### src/rtl/riscv_pipe_pkg.sv
// Shared types and helpers for the RV32 pipeline control blocks.
package riscv_pipe_pkg;

  typedef enum logic [1:0] {
    RUN      = 2'd0,
    MEM_WAIT = 2'd1,
    FAULT    = 2'd2
  } hz_state_t;

  localparam logic [4:0] REG_X0 = 5'd0;

  // A load in EX whose destination is read by the instruction in ID.
  function automatic logic load_use(
    input logic [4:0] rd,
    input logic       memtoreg,
    input logic [4:0] rs1,
    input logic [4:0] rs2,
    input logic       uses_rs2
  );
    return memtoreg && (rd != REG_X0) &&
           ((rd == rs1) || (uses_rs2 && (rd == rs2)));
  endfunction

endpackage

### src/rtl/sat_counter.sv
// Saturating up-counter with asynchronous reset and synchronous clear.
module sat_counter #(
  parameter int unsigned CNT_W = 32
) (
  input  logic             clk,
  input  logic             rst,
  input  logic             clear,
  input  logic             inc,
  output logic [CNT_W-1:0] count
);

  always_ff @(posedge clk or posedge rst) begin
    if (rst) begin
      count <= '0;
    end else if (clear) begin
      count <= '0;
    end else if (inc && (count != '1)) begin
      count <= count + 1'b1;
    end
  end

endmodule

### src/rtl/pipe_hazard_ctrl.sv
// Hazard/stall controller for the 5-stage RV32 core: freezes on data-memory
// waits, flushes on taken branches, bubbles load-use hazards, times out stuck accesses.
module pipe_hazard_ctrl
  import riscv_pipe_pkg::*;
#(
  parameter int unsigned MEM_TIMEOUT = 64,
  parameter int unsigned CNT_W       = 32
) (
  input  logic             clk,
  input  logic             reset,
  input  logic [4:0]       id_rs1,
  input  logic [4:0]       id_rs2,
  input  logic             id_uses_rs2,
  input  logic [4:0]       ex_rd,
  input  logic             ex_memtoreg,
  input  logic             ex_branch_taken,
  input  logic             mem_req,
  input  logic             mem_ready,
  output logic             pc_write,
  output logic             ifid_write,
  output logic             ifid_flush,
  output logic             idex_flush,
  output logic             idex_hold,
  output logic             exmem_hold,
  output logic             mem_fault,
  output logic [CNT_W-1:0] stall_cycles,
  output logic [CNT_W-1:0] flush_events
);

  localparam int unsigned     WAIT_W    = $clog2(MEM_TIMEOUT + 1);
  localparam logic [WAIT_W-1:0] WAIT_LAST = WAIT_W'(MEM_TIMEOUT - 1);

  hz_state_t         state;
  logic [WAIT_W-1:0] wait_cnt;
  logic              mem_stall;
  logic              hazard;

  assign mem_stall = mem_req && !mem_ready;
  assign hazard    = load_use(ex_rd, ex_memtoreg, id_rs1, id_rs2, id_uses_rs2);

  // wait_cnt counts frozen cycles including the first one seen in RUN, so the
  // fault fires after exactly MEM_TIMEOUT frozen cycles without mem_ready.
  always_ff @(posedge clk or posedge reset) begin
    if (reset) begin
      state    <= RUN;
      wait_cnt <= '0;
    end else begin
      case (state)
        RUN: begin
          if (mem_stall) begin
            state    <= MEM_WAIT;
            wait_cnt <= WAIT_W'(1);
          end
        end
        MEM_WAIT: begin
          if (mem_req && mem_ready) begin
            state    <= RUN;
            wait_cnt <= '0;
          end else if (wait_cnt == WAIT_LAST) begin
            state    <= FAULT;
            wait_cnt <= '0;
          end else begin
            wait_cnt <= wait_cnt + 1'b1;
          end
        end
        FAULT: begin
          state    <= RUN;
          wait_cnt <= '0;
        end
        default: begin
          state    <= RUN;
          wait_cnt <= '0;
        end
      endcase
    end
  end

  always_comb begin
    pc_write   = 1'b1;
    ifid_write = 1'b1;
    ifid_flush = 1'b0;
    idex_flush = 1'b0;
    idex_hold  = 1'b0;
    exmem_hold = 1'b0;
    mem_fault  = 1'b0;
    if (!reset) begin
      case (state)
        RUN: begin
          if (mem_stall) begin
            pc_write   = 1'b0;
            ifid_write = 1'b0;
            idex_hold  = 1'b1;
            exmem_hold = 1'b1;
          end else if (ex_branch_taken) begin
            ifid_flush = 1'b1;
            idex_flush = 1'b1;
          end else if (hazard) begin
            pc_write   = 1'b0;
            ifid_write = 1'b0;
            idex_flush = 1'b1;
          end
        end
        MEM_WAIT: begin
          pc_write   = 1'b0;
          ifid_write = 1'b0;
          idex_hold  = 1'b1;
          exmem_hold = 1'b1;
        end
        FAULT: begin
          pc_write   = 1'b0;
          ifid_write = 1'b0;
          ifid_flush = 1'b1;
          idex_flush = 1'b1;
          mem_fault  = 1'b1;
        end
        default: ;
      endcase
    end
  end

  sat_counter #(.CNT_W(CNT_W)) u_stall_cnt (
    .clk   (clk),
    .rst   (reset),
    .clear (1'b0),
    .inc   (!pc_write),
    .count (stall_cycles)
  );

  sat_counter #(.CNT_W(CNT_W)) u_flush_cnt (
    .clk   (clk),
    .rst   (reset),
    .clear (1'b0),
    .inc   (ifid_flush),
    .count (flush_events)
  );

endmodule

### config.mk
export PLATFORM = sky130hd
export DESIGN_NAME = pipe_hazard_ctrl
export DESIGN_NICKNAME = d
export VERILOG_FILES = /design/src/rtl/riscv_pipe_pkg.sv /design/src/rtl/sat_counter.sv /design/src/rtl/pipe_hazard_ctrl.sv
export SDC_FILE = /design/constraint.sdc
export NUM_CORES = 1
export LEC_CHECK = 0
export ABC_AREA = 1
export BUFFER_PORTS_ARGS = -buffer_cell sky130_fd_sc_hd__buf_2
export CAP_MARGIN = 25
export CORE_UTILIZATION = 57
export CTS_CLUSTER_DIAMETER = 50
export DETAILED_ROUTE_END_ITERATION = 7
export HOLD_SLACK_MARGIN = 0.06
export PLACE_DENSITY = 0.81
export RECOVER_POWER = 50
export SYNTH_ARGS = -nofsm -noshare
export SYNTH_HDL_FRONTEND = slang
export SYNTH_HIERARCHICAL = 1
export SYNTH_SLANG_ARGS = --single-unit
### constraint.sdc
create_clock -name clk -period 2.95 [get_ports clk]
set_input_delay 0.1475 -clock clk [delete_from_list [all_inputs] [get_ports clk]]
set_output_delay 0.1475 -clock clk [all_outputs]
set_load 0.01 [all_outputs]
# ---- Word-level counts from Yosys, hierarchy flattened
# Index checks and enable logic that the tools add are counted.
dict set report totals {
  out_inout_bits 71
  wordCells 57
  mem_bits_rw 0
  memories 0
  rom_bits 0
  reg_bits 73
  latch_bits 0
  input_bits 22
}
dict set report classes {
  magnitude_cmp 0
  n_bitwise 0
  muxes 27
  n_div 0
  mul 0
  eq_ne 9
  reduce_logical 14
  n_shift 0
  n_addsub 3
}
# cell count
set op_table {}
lappend op_table {{$add A32 B1 Y32 const B} 2}
lappend op_table {{$ne A32 B32 Y1 const B} 2}
lappend op_table {{$mux W7} 3}
lappend op_table {{$mux W1} 15}
lappend op_table {{$pmux W7 S2} 1}
lappend op_table {{$eq A5 B5 Y1} 2}
lappend op_table {{$pmux W1 S2} 4}
lappend op_table {{$add A7 B1 Y7 const B} 1}
lappend op_table {{$eq A7 B6 Y1 const B} 1}
lappend op_table {{$logic_and A1 B1 Y1} 7}
lappend op_table {{$mux W2} 3}
lappend op_table {{$reduce_bool A5 Y1} 1}
lappend op_table {{$pmux W2 S2} 1}
lappend op_table {{$ne A3 B3 Y1 const B} 1}
lappend op_table {{$eq A2 B1 Y1 const B} 1}
lappend op_table {{$eq A2 B2 Y1 const B} 1}
lappend op_table {{$logic_not A1 Y1} 2}
lappend op_table {{$logic_not A2 Y1} 1}
lappend op_table {{$ne A2 B2 Y1 const B} 1}
lappend op_table {{$reduce_and A2 Y1} 1}
lappend op_table {{$reduce_or A2 Y1} 1}
lappend op_table {{$logic_or A1 B1 Y1} 1}

# ---- Longest topological paths before layout
# Gate-level depths: netlist of run 1.
dict set report logic_depth {
  ltp_word 11
  depth_mapped 15
  ltp_nobuf 14
}

# ---- Modules after synthesis
# Netlist of run 1, hierarchy kept.
# mod cells_each seq_area_each_um2 area_each_um2 n_inst
set by_module_without_submodules {}
lappend by_module_without_submodules {sat_counter 360 800.8 2274.7 2}
lappend by_module_without_submodules {pipe_hazard_ctrl 134 225.2 852.1 1}

# ---- Worst setup path after synthesis of run 1
# Ideal clock, no wire load.
dict set report synth_timing {
  path_kind {register to register}
  start {register state[1]}
  end {register u_flush_cnt.count[28]}
  setup_time_ns 0.065
  period_less_slack_ns 2.113
  path_stages_with_launch 14
  slack_ns 0.837
  path_buffers 1
  required_ns 2.885
  arrival_ns 2.048
  path_cell_list {dfrtp_1 inv_1 ha_1 inv_2 nor2_8 inv_4 nor2_2 o21ai_1 inv_1 inv_1 a21oi_1 buf_2 nand4_1 nand2_1}
}
dict set report synth_between {
  elab_chain_cells 4
  elab_cells_between_ends 5
  cone_classes {eq/ne: 1; mux: 2; reduce/logical: 2}
}
# element line
set synth_rtl {}
lappend synth_rtl {{start: declaration} pipe_hazard_ctrl.sv:33} ;# hz_state_t state;
lappend synth_rtl {{start signal: assignment} pipe_hazard_ctrl.sv:45} ;# state <= RUN;
lappend synth_rtl {{start signal: assignment} pipe_hazard_ctrl.sv:51} ;# state <= MEM_WAIT;
lappend synth_rtl {{start signal: assignment} pipe_hazard_ctrl.sv:57} ;# state <= RUN;
lappend synth_rtl {{$eq A2 B2 Y1 or $logic_not A2 Y1 (tied branches)} pipe_hazard_ctrl.sv:87} ;# case (state)
lappend synth_rtl {{$pmux W1 S2 (*)} pipe_hazard_ctrl.sv:87}
lappend synth_rtl {{$mux W1 (*)} pipe_hazard_ctrl.sv:86} ;# if (!reset) begin
lappend synth_rtl {{named net ifid_flush} pipe_hazard_ctrl.sv:21} ;# output logic ifid_flush,
lappend synth_rtl {{$logic_and A1 B1 Y1 (*)} sat_counter.sv:17} ;# end else if (inc && (count != '1)) begin
lappend synth_rtl {{end signal: assignment} sat_counter.sv:18} ;# count <= count + 1'b1;
lappend synth_rtl {{end: declaration} sat_counter.sv:9} ;# output logic [CNT_W-1:0] count
# Mark *: on every way through the listed nets, which the timed path passes. The rest lies on a longest branch.
# A chain may end at the register's enable or synchronous reset.

# ---- Worst setup path in the final report of run 1
dict set report layout_timing {
  start {register state[1]}
  end {register u_flush_cnt.count[28]}
}
dict set report layout_between {
  elab_chain_cells 4
  elab_cells_between_ends 5
  cone_classes {eq/ne: 1; mux: 2; reduce/logical: 2}
}
# element line
set layout_rtl {}
lappend layout_rtl {{$eq A2 B2 Y1 or $logic_not A2 Y1 (tied branches)} pipe_hazard_ctrl.sv:87}
lappend layout_rtl {{$pmux W1 S2 (*)} pipe_hazard_ctrl.sv:87}
lappend layout_rtl {{$mux W1 (*)} pipe_hazard_ctrl.sv:86}
lappend layout_rtl {{$logic_and A1 B1 Y1 (*)} sat_counter.sv:17}
# Every way passes the cells marked *; elsewhere a longest branch is shown, timed or not.

==> summary.md, run 1 <==
| Metric | Value |
|---|---|
| Vias/cell | `5.197` |
| Worst VDD drop | `218.1 µV` |
| Post-synth top flop | `dfrtp_1` |
| Reg2reg path depth | `13` |
| Final Hold Violating Endpoints | `0` |
| Synth top area share | `33.82%` |
| Data arrival, critical path | `2.52 ns` |
| Top cell type by total area after synthesis | `dfrtp_1` |
| Final setup viols | `0` |
| # clock sinks | `73` |
| Routed wire per std cell | `12.44 µm` |
| DP Area | `5929 µm²` |
| I/O pin count | `93` |
| Post-CTS Repair Setup Buffers | `0` |
| Hold path endpoint | `state[1]` |
| Clock tree buffer depth | `2` |
| Mapped Cells | `854` |
| Layout cells sized above 1 | `12.79%` |
| Critical R2R Capture | `u_flush_cnt/count[28]` |
| Highest-count cells in the layout ignoring fill and taps | `330 x nand2_1, 119 x nor2_1, 97 x inv_1` |
| CTS tree | `yes` |
| Fill cell count | `885` |
| HPWL Detailed | `9.680 mm` |
| Largest net degree at the start of global routing | `33` |
| Die Span Y | `99.35 µm` |
| Worst hold path cell count | `6` |
| H-tree levels | `3` |
| Leakage | `3.070 nW` |
| Most common cell after layout, fill and taps aside | `nand2_1` |
| DIE AREA | `9869 µm²` |
| Crit path from | `state[1]` |
| Power density cells | `429.9 nW/µm²` |
| Post-route DRC | `0` |
| CORE AREA | `9196 µm²` |
| DR iter-0 viols | `385` |
| Top cells by area, synth | `dfrtp_1 34%, nand2_1 23%, nor2_1 8.3%` |
| Type of origin of the critical path | `flop` |
| Gpl congestion | `0.9410` |
| TritonCTS buffer count | `9` |
| Yosys warning count | `6` |
| Failing checks | `capacitance limit, slew limit` |
| Initial antenna violation count | `0` |
| Slew @ Worst Pin | `1.748 ns` |
| Synth Cell Area | `5401 µm²` |
| Min-delay worst type | `primary input to flop` |
| CTS Root Cell | `clkbuf_8` |
| FF-to-FF Start | `state[1]` |
| # rows | `35` |
| Nets | `977` |
| Post-CTS Hold Buffers | `1` |
| R2r setup slk | `0.66 ns` |
| Status | `finished with violations` |
| Starting Density | `58.73%` |
| Final Cycle Share | `77.79%` |
| Final Cell Area | `6100 µm²` |
| Die X | `99.35 µm` |
| Overflow after GRT | `0` |
| Drt first pass iters | `5` |
| Kind of critical path | `flop to flop` |
| Critical Path Fanout Max | `21` |
| Area Overhead vs Synth | `12.93%` |
| CP required | `3.18 ns` |
| Mean Syn Cell Area | `6.325 µm²` |
| Antenna Diode Count | `0` |
| RSZ-0062 raised after global routing | `no` |
| Count of different cell masters after synthesis | `36` |
| Final setup TNS | `0 ns` |
| Max_slew headroom | `-16.55%` |
| Vias in the first global route | `4786` |
| Clock Latency Late Sink | `0.35 ns` |
| Max_cap viols | `2` |
| Max Fclk | `435.8 MHz` |
| Skew final | `0.01122 ns` |
| Post_cts resized | `0` |
| Final ANT Viol Nets | `0` |
| Flops & latches, synth | `73` |
| Hold WS | `0.2241 ns` |
| EDFF count, synth | `0` |
| Asr flop ratio synth | `100.0%` |
| IO buf count | `92` |
| Worst-path clk slew | `0.07 ns` |
| Post-synthesis sequential area ratio | `33.82%` |
| Routed WL | `13.25 mm` |
| Via count | `5535` |
| CP Capture Type | `flop` |
| Gr usage total | `27.84%` |
| Final Max Slew Viols | `66` |
| First-pass GRT wire length | `22.12 mm` |
| Crit path time final | `2.295 ns` |
| HP Start | `mem_req` |
Yosys cell counts (6+ instances only):
master	count
nor3_1	7
nand2_4	9
a21oi_1	10
clkbuf_1	6
o21ai_0	29
nor2_1	119
nor2_2	10
o21ai_2	7
inv_1	97
buf_2	6
nand4_1	21
dfrtp_1	73
ha_1	6
nand2_2	7
nand3_1	65
xor2_1	7
nand2_1	330
flip-flops by register name, summed over array words and instances, names as in the netlist:
name,count
u_flush_cnt/count,32
u_stall_cnt/count,32
wait_cnt,7
state,2
routing by layer:
metal	part of all wire, %	up-vias	global-route usage (%)
met5	0	-	0
met1	45	2489	39.06
li1	-	2832	-
met3	7.3	14	3.654
met2	46	200	45.14
met4	1.2	0	8.258
per-stage QoR:
step                util, %  std cells  power [W]  setup slack (ns)
CTS                   66.90       1065   0.002647            0.6422
floorplan                 -        859   0.001643            0.8368
finish                66.33       1065   0.002622            0.6551
global placement      64.48       1048   0.001777            0.7468
detailed placement    64.48       1048   0.001788            0.6736
global route          66.33       1065   0.002773            0.4237
layout make-up:
type | instances | area, µm² | share of cell area (%)
multi-input cells | 664 | 3080 | 50.50
flip-flops and latches | 73 | 1827 | 29.95
repair buffers | 97 | 447.9 | 7.344
inverters | 104 | 392.9 | 6.441
well taps | 111 | 138.9 | 2.277
clock buffers | 12 | 135.1 | 2.215
clock inverters | 4 | 77.57 | 1.272
how the worst max path moves through the flow:
stage                            end  depth (start not counted)
2_1_floorplan  u_flush_cnt/count[28]                         13
4_1_cts         u_stall_cnt/count[5]                         14
3_3_place_gp    u_flush_cnt/count[9]                         13
6_report       u_flush_cnt/count[28]                         13
3_5_place_dp   u_flush_cnt/count[28]                         13
5_1_grt        u_stall_cnt/count[28]                         14
power by group:
part / leakage (nW) / switching (W) / internal, W
Combinational: 1.95 / 0.000491 / 0.000203
Clock: 0.105 / 0.000373 / 0.000481
Sequential: 1.01 / 0.0000327 / 0.00104
critical path: stages, from the launching register on:
cell     delay [ns]
dfrtp_1        0.39
inv_1          0.11
ha_1           0.21
inv_2          0.09
nor2_8         0.20
inv_4          0.08
nor2_2         0.10
o21ai_1        0.08
inv_1          0.17
nand2_4        0.12
nand2_4        0.23
inv_2          0.23
nand2_1        0.11
nand2_1        0.05
logic make-up after synthesis:
logic type / Yosys count / share of synthesized area [%]
compound gates: 55 / 5.884
flops: 73 / 33.82
xor+xnor: 11 / 1.784
fa+ha+maj: 6 / 1.390
other cells: 1 / 0.06943
simple gates: 586 / 47.56
buf+inv: 122 / 9.497
Note: power is estimated with default switching activity, not from simulation.
==> inputs of run 2 (changes only) <==
--- a/config.mk
+++ b/config.mk
@@ -5,14 +5,14 @@
 export SDC_FILE = /design/constraint.sdc
 export NUM_CORES = 1
 export LEC_CHECK = 0
-export ABC_AREA = 1
+export ABC_AREA = 0
 export BUFFER_PORTS_ARGS = -buffer_cell sky130_fd_sc_hd__buf_2
 export CAP_MARGIN = 25
-export CORE_UTILIZATION = 57
+export CORE_UTILIZATION = 49
 export CTS_CLUSTER_DIAMETER = 50
 export DETAILED_ROUTE_END_ITERATION = 7
 export HOLD_SLACK_MARGIN = 0.06
-export PLACE_DENSITY = 0.81
+export PLACE_DENSITY = 0.76
 export RECOVER_POWER = 50
 export SYNTH_ARGS = -nofsm -noshare
 export SYNTH_HDL_FRONTEND = slang
==> constraint.sdc (replaced) <==
create_clock -name clk -period 1.9 [get_ports clk]
set_input_delay 0.095 -clock clk [delete_from_list [all_inputs] [get_ports clk]]
set_output_delay 0.095 -clock clk [all_outputs]
set_load 0.01 [all_outputs]
==> run 2 against run 1 <==
Count of clock-buffer cells in the layout unchanged; sequential cell count stayed put; highest routed layer is now met5; final cell count down 22%; the flow finishes with violations (setup timing); worst setup slack worse by 1.4 ns; utilization up 20 points.
==> summary.md, run 2 <==
| Metric | Value |
|---|---|
| XOR/XNOR Fraction of Synth Area | `4.199% (was 1.784%)` |
| Final Max Slew Viols | `0 (was 66)` |
| Starting Density | `50.77% (was 58.73%)` |
| # clock sinks | `73 (unchanged)` |
| Final Hold Violating Endpoints | `0 (unchanged)` |
| Vias in the first global route | `5092 (was 4786)` |
| Type of origin of the critical path | `flop (unchanged)` |
| Reg2reg path depth | `13 (unchanged)` |
| Data arrival, critical path | `2.94 ns (was 2.52 ns)` |
| HPWL Detailed | `9.290 mm (was 9.680 mm)` |
| TritonCTS buffer count | `9 (unchanged)` |
| CORE AREA | `8217 µm² (was 9196 µm²)` |
| Area Overhead vs Synth | `70.61% (was 12.93%)` |
| Post-route DRC | `0 (unchanged)` |
| Fin cells | `829 (was 1065)` |
| Highest-count cells in the layout ignoring fill and taps | `132 x buf_4, 87 x buf_2, 72 x dfrtp_1 (was 330 x nand2_1, 119 x nor2_1, 97 x inv_1)` |
| Flops & latches, synth | `73 (unchanged)` |
| I/O pin count | `93 (unchanged)` |
| Top cell type by total area after synthesis | `dfrtp_1 (unchanged)` |
| CP Capture Type | `flop (unchanged)` |
| Largest net degree at the start of global routing | `33 (unchanged)` |
| Count of different cell masters after synthesis | `47 (was 36)` |
| Routed WL | `19.35 mm (was 13.25 mm)` |
| DIE AREA | `8886 µm² (was 9869 µm²)` |
| Vias/cell | `6.760 (was 5.197)` |
| Post-synthesis sequential area ratio | `43.79% (was 33.82%)` |
| CTS tree | `yes (unchanged)` |
| FF-to-FF Start | `state[0] (was state[1])` |
| Slew @ Worst Pin | `0.8842 ns (was 1.748 ns)` |
| IO buf count | `92 (unchanged)` |
| Crit path time final | `2.647 ns (was 2.295 ns)` |
| Largest regs | `u_flush_cnt/count: 32 flops, u_stall_cnt/count: 32 flops, wait_cnt: 7 flops (unchanged)` |
| R2r setup slk | `-0.75 ns (was 0.66 ns)` |
| Post-Synth Adder-Cell Area | `1.800% (was 1.390%)` |
| Final setup TNS | `-30.91 ns (was 0 ns)` |
| Asr flop ratio synth | `100.0% (unchanged)` |
| Yosys warning count | `6 (unchanged)` |
| Power density cells | `629.8 nW/µm² (was 429.9 nW/µm²)` |
| # rows | `33 (was 35)` |
| Critical Path Fanout Max | `6 (was 21)` |
| Final Cycle Share | `139.3% (was 77.79%)` |
| DP Cell Count | `771 (was 1048)` |
| Mapped Cells | `451 (was 854)` |
| Worst VDD drop | `614.5 µV (was 218.1 µV)` |
| Critical Path Slowest Stage Cell | `or3_1 (was dfrtp_1)` |
| Top cells by area, synth | `dfrtp_1 44%, a21oi_1 7.0%, o31ai_1 5.6% (was dfrtp_1 34%, nand2_1 23%, nor2_1 8.3%)` |
| Nets | `746 (was 977)` |
| Final setup viols | `68 (was 0)` |
| Drt first pass iters | `7 (was 5)` |
| Kind of critical path | `flop to flop (unchanged)` |
| Via count | `5604 (was 5535)` |
| Largest family of logic cells by synthesized area | `simple AND/OR/NAND/NOR gates (unchanged)` |
| Failing checks | `setup timing (was capacitance limit, slew limit)` |
| DR iter-0 viols | `734 (was 385)` |
| EDFF count, synth | `0 (unchanged)` |
| CP Cell Sequence | `inv_2 -> buf_4 -> ha_4 -> nor2b_4 -> a31o_4 -> buf_4 -> buf_6 -> inv_2 -> buf_4 -> nor4_4 -> o31ai_4 -> or3_1 -> a21oi_2 (was inv_1 -> ha_1 -> inv_2 -> nor2_8 -> inv_4 -> nor2_2 -> o21ai_1 -> inv_1 -> nand2_4 -> nand2_4 -> inv_2 -> nand2_1 -> nand2_1)` |
| DP Area | `5812 µm² (was 5929 µm²)` |
| Buf/Inv on CP | `6 (was 5)` |
| Initial antenna violation count | `1 (was 0)` |
| Complex-gate fraction of the synthesized area | `20.79% (was 5.884%)` |
| Gr usage total | `36.88% (was 27.84%)` |
| Max_cap viols | `0 (was 2)` |
| Clock tree buffer depth | `2 (unchanged)` |
| CP peak stage delay | `0.43 ns (was 0.39 ns)` |
| Die X | `94.27 µm (was 99.35 µm)` |
| Post-synth top flop | `dfrtp_1 (unchanged)` |
| Routed wire per std cell | `23.34 µm (was 12.44 µm)` |
| Gpl congestion | `0.8554 (was 0.9410)` |
| Overflow after GRT | `0 (unchanged)` |
| Overall Power | `0.004482 W (was 0.002622 W)` |
| Hold path endpoint | `wait_cnt[6] (was state[1])` |
| Min-delay worst type | `primary input to flop (unchanged)` |
| Post-synthesis simple-gate area fraction | `25.19% (was 47.56%)` |
| RSZ-0062 raised after global routing | `yes (was no)` |
| Worst hold path cell count | `5 (was 6)` |
| Layout cells sized above 1 | `56.43% (was 12.79%)` |
| Final Cell Area | `7117 µm² (was 6100 µm²)` |
| Skew final | `0.01212 ns (was 0.01122 ns)` |
| Worst setup margin | `-0.7467 ns (was 0.6551 ns)` |
| Mean Syn Cell Area | `9.249 µm² (was 6.325 µm²)` |
| Die Span Y | `94.27 µm (was 99.35 µm)` |
| Worst-path clk slew | `0.08 ns (was 0.07 ns)` |
| Max_slew headroom | `41.05% (was -16.55%)` |
| Status | `finished with violations (unchanged)` |
| Top delay family on crit path | `simple AND/OR/NAND/NOR gates (unchanged)` |
| Fill cell count | `377 (was 885)` |
| Final ANT Viol Nets | `0 (unchanged)` |
| H-tree levels | `3 (unchanged)` |
| Commonest cells post-synth | `73 x dfrtp_1, 58 x a21oi_1, 31 x o31ai_1 (was 330 x nand2_1, 119 x nor2_1, 97 x inv_1)` |
| Leakage | `3.232 nW (was 3.070 nW)` |
| Top-count cell post-synth | `dfrtp_1 (was nand2_1)` |
| Synth top area share | `43.79% (was 33.82%)` |
| Max Fclk | `377.8 MHz (was 435.8 MHz)` |
| HP Start | `mem_req (unchanged)` |
| First-pass GRT wire length | `25.07 mm (was 22.12 mm)` |
| Synth Cell Area | `4172 µm² (was 5401 µm²)` |
| Post-Place Setup Slack | `-0.6462 ns (was 0.6736 ns)` |
| CP required | `2.19 ns (was 3.18 ns)` |
| Most common cell after layout, fill and taps aside | `buf_4 (was nand2_1)` |
| Critical R2R Capture | `u_flush_cnt/count[10] (was u_flush_cnt/count[28])` |
| Post-synthesis mux area share | `0.4799% (was 0%)` |
| Clock Latency Late Sink | `0.37 ns (was 0.35 ns)` |
| CTS Root Cell | `clkbuf_8 (unchanged)` |
| CP most frequent cell | `buf_4` |
run 2: cells by family (layout without fill, tap and decap cells):
logic type	Yosys count	count (layout)
flip-flops	73	73
buffers and inverters	34	295
XOR/XNOR	20	20
AO/OA/AOI/OAI	138	139
other	1	11
AND/OR/NAND/NOR	177	178
adder cells (fa/ha/maj)	6	6
multiplexers	2	2
run 2: final cells by class:
| type | count | area (µm²) | share of cell area (%) |
|---|---|---|---|
| Antenna cell | 1 | 2.502 | 0.03516 |
| Clock buffer | 12 | 145.1 | 2.039 |
| Clock inverter | 4 | 52.55 | 0.7384 |
| Inverter | 20 | 77.57 | 1.090 |
| Multi-Input combinational cell | 355 | 3037 | 42.67 |
| Sequential cell | 73 | 1828 | 25.69 |
| Tap cell | 105 | 131.4 | 1.846 |
| Timing Repair Buffer | 259 | 1843 | 25.90 |
run 2: through the flow:
stage	hold slack, ns	util, %
2_1_floorplan	-0.06205	-
3_3_place_gp	0.1487	70.73
3_5_place_dp	0.1597	70.73
4_1_cts	0.2261	80.69
5_1_grt	0.2452	86.61
6_report	0.2334	86.61
run 2: power by group:
group	total [W]	internal (W)	switching, W
logic	0.00152	0.000771	0.000746
clock network	0.00130	0.000647	0.000651
registers	0.00167	0.00161	0.0000571
total	0.00448	0.00303	0.00145
run 2: how the worst max path moves through the flow:
stage | end | slack, ns | cells after the start | from
2_1_floorplan | u_flush_cnt/count[20] | -0.41 | 7 | u_flush_cnt/count[0]
3_3_place_gp | u_stall_cnt/count[25] | -0.52 | 11 | state[1]
3_5_place_dp | u_stall_cnt/count[31] | -0.65 | 11 | ex_rd[4]
4_1_cts | u_stall_cnt/count[23] | -0.55 | 12 | state[0]
5_1_grt | u_flush_cnt/count[19] | -0.93 | 13 | state[0]
6_report | u_flush_cnt/count[10] | -0.75 | 13 | state[0]
run 2: timing repair:
action,CTS,global route
resized for setup,79,97
pin swaps,53,39
hold buffers,3,0
buffers inserted,29,17
endpoints found under the hold margin,73,0
setup endpoints to repair,64,68
cloned,2,0
run 2: per-layer routing:
metal  part of all wire (%)  wire (µm)  global-route usage, %
met3                     10       1955                  8.576
met2                     48       9320                  63.83
met5                  0.052         10                      0
met4                    7.6       1480                  18.72
met1                     34       6585                  42.24
run 2: tightest hold or removal path, delay by kind of cell:
| kind | cells | cell delay [ns] |
|---|---|---|
| and+or+nand+nor | 1 | 0.06 |
| AOI/OAI and AO/OA | 2 | 0.22 |
| buffers and inverters | 2 | 0.19 |
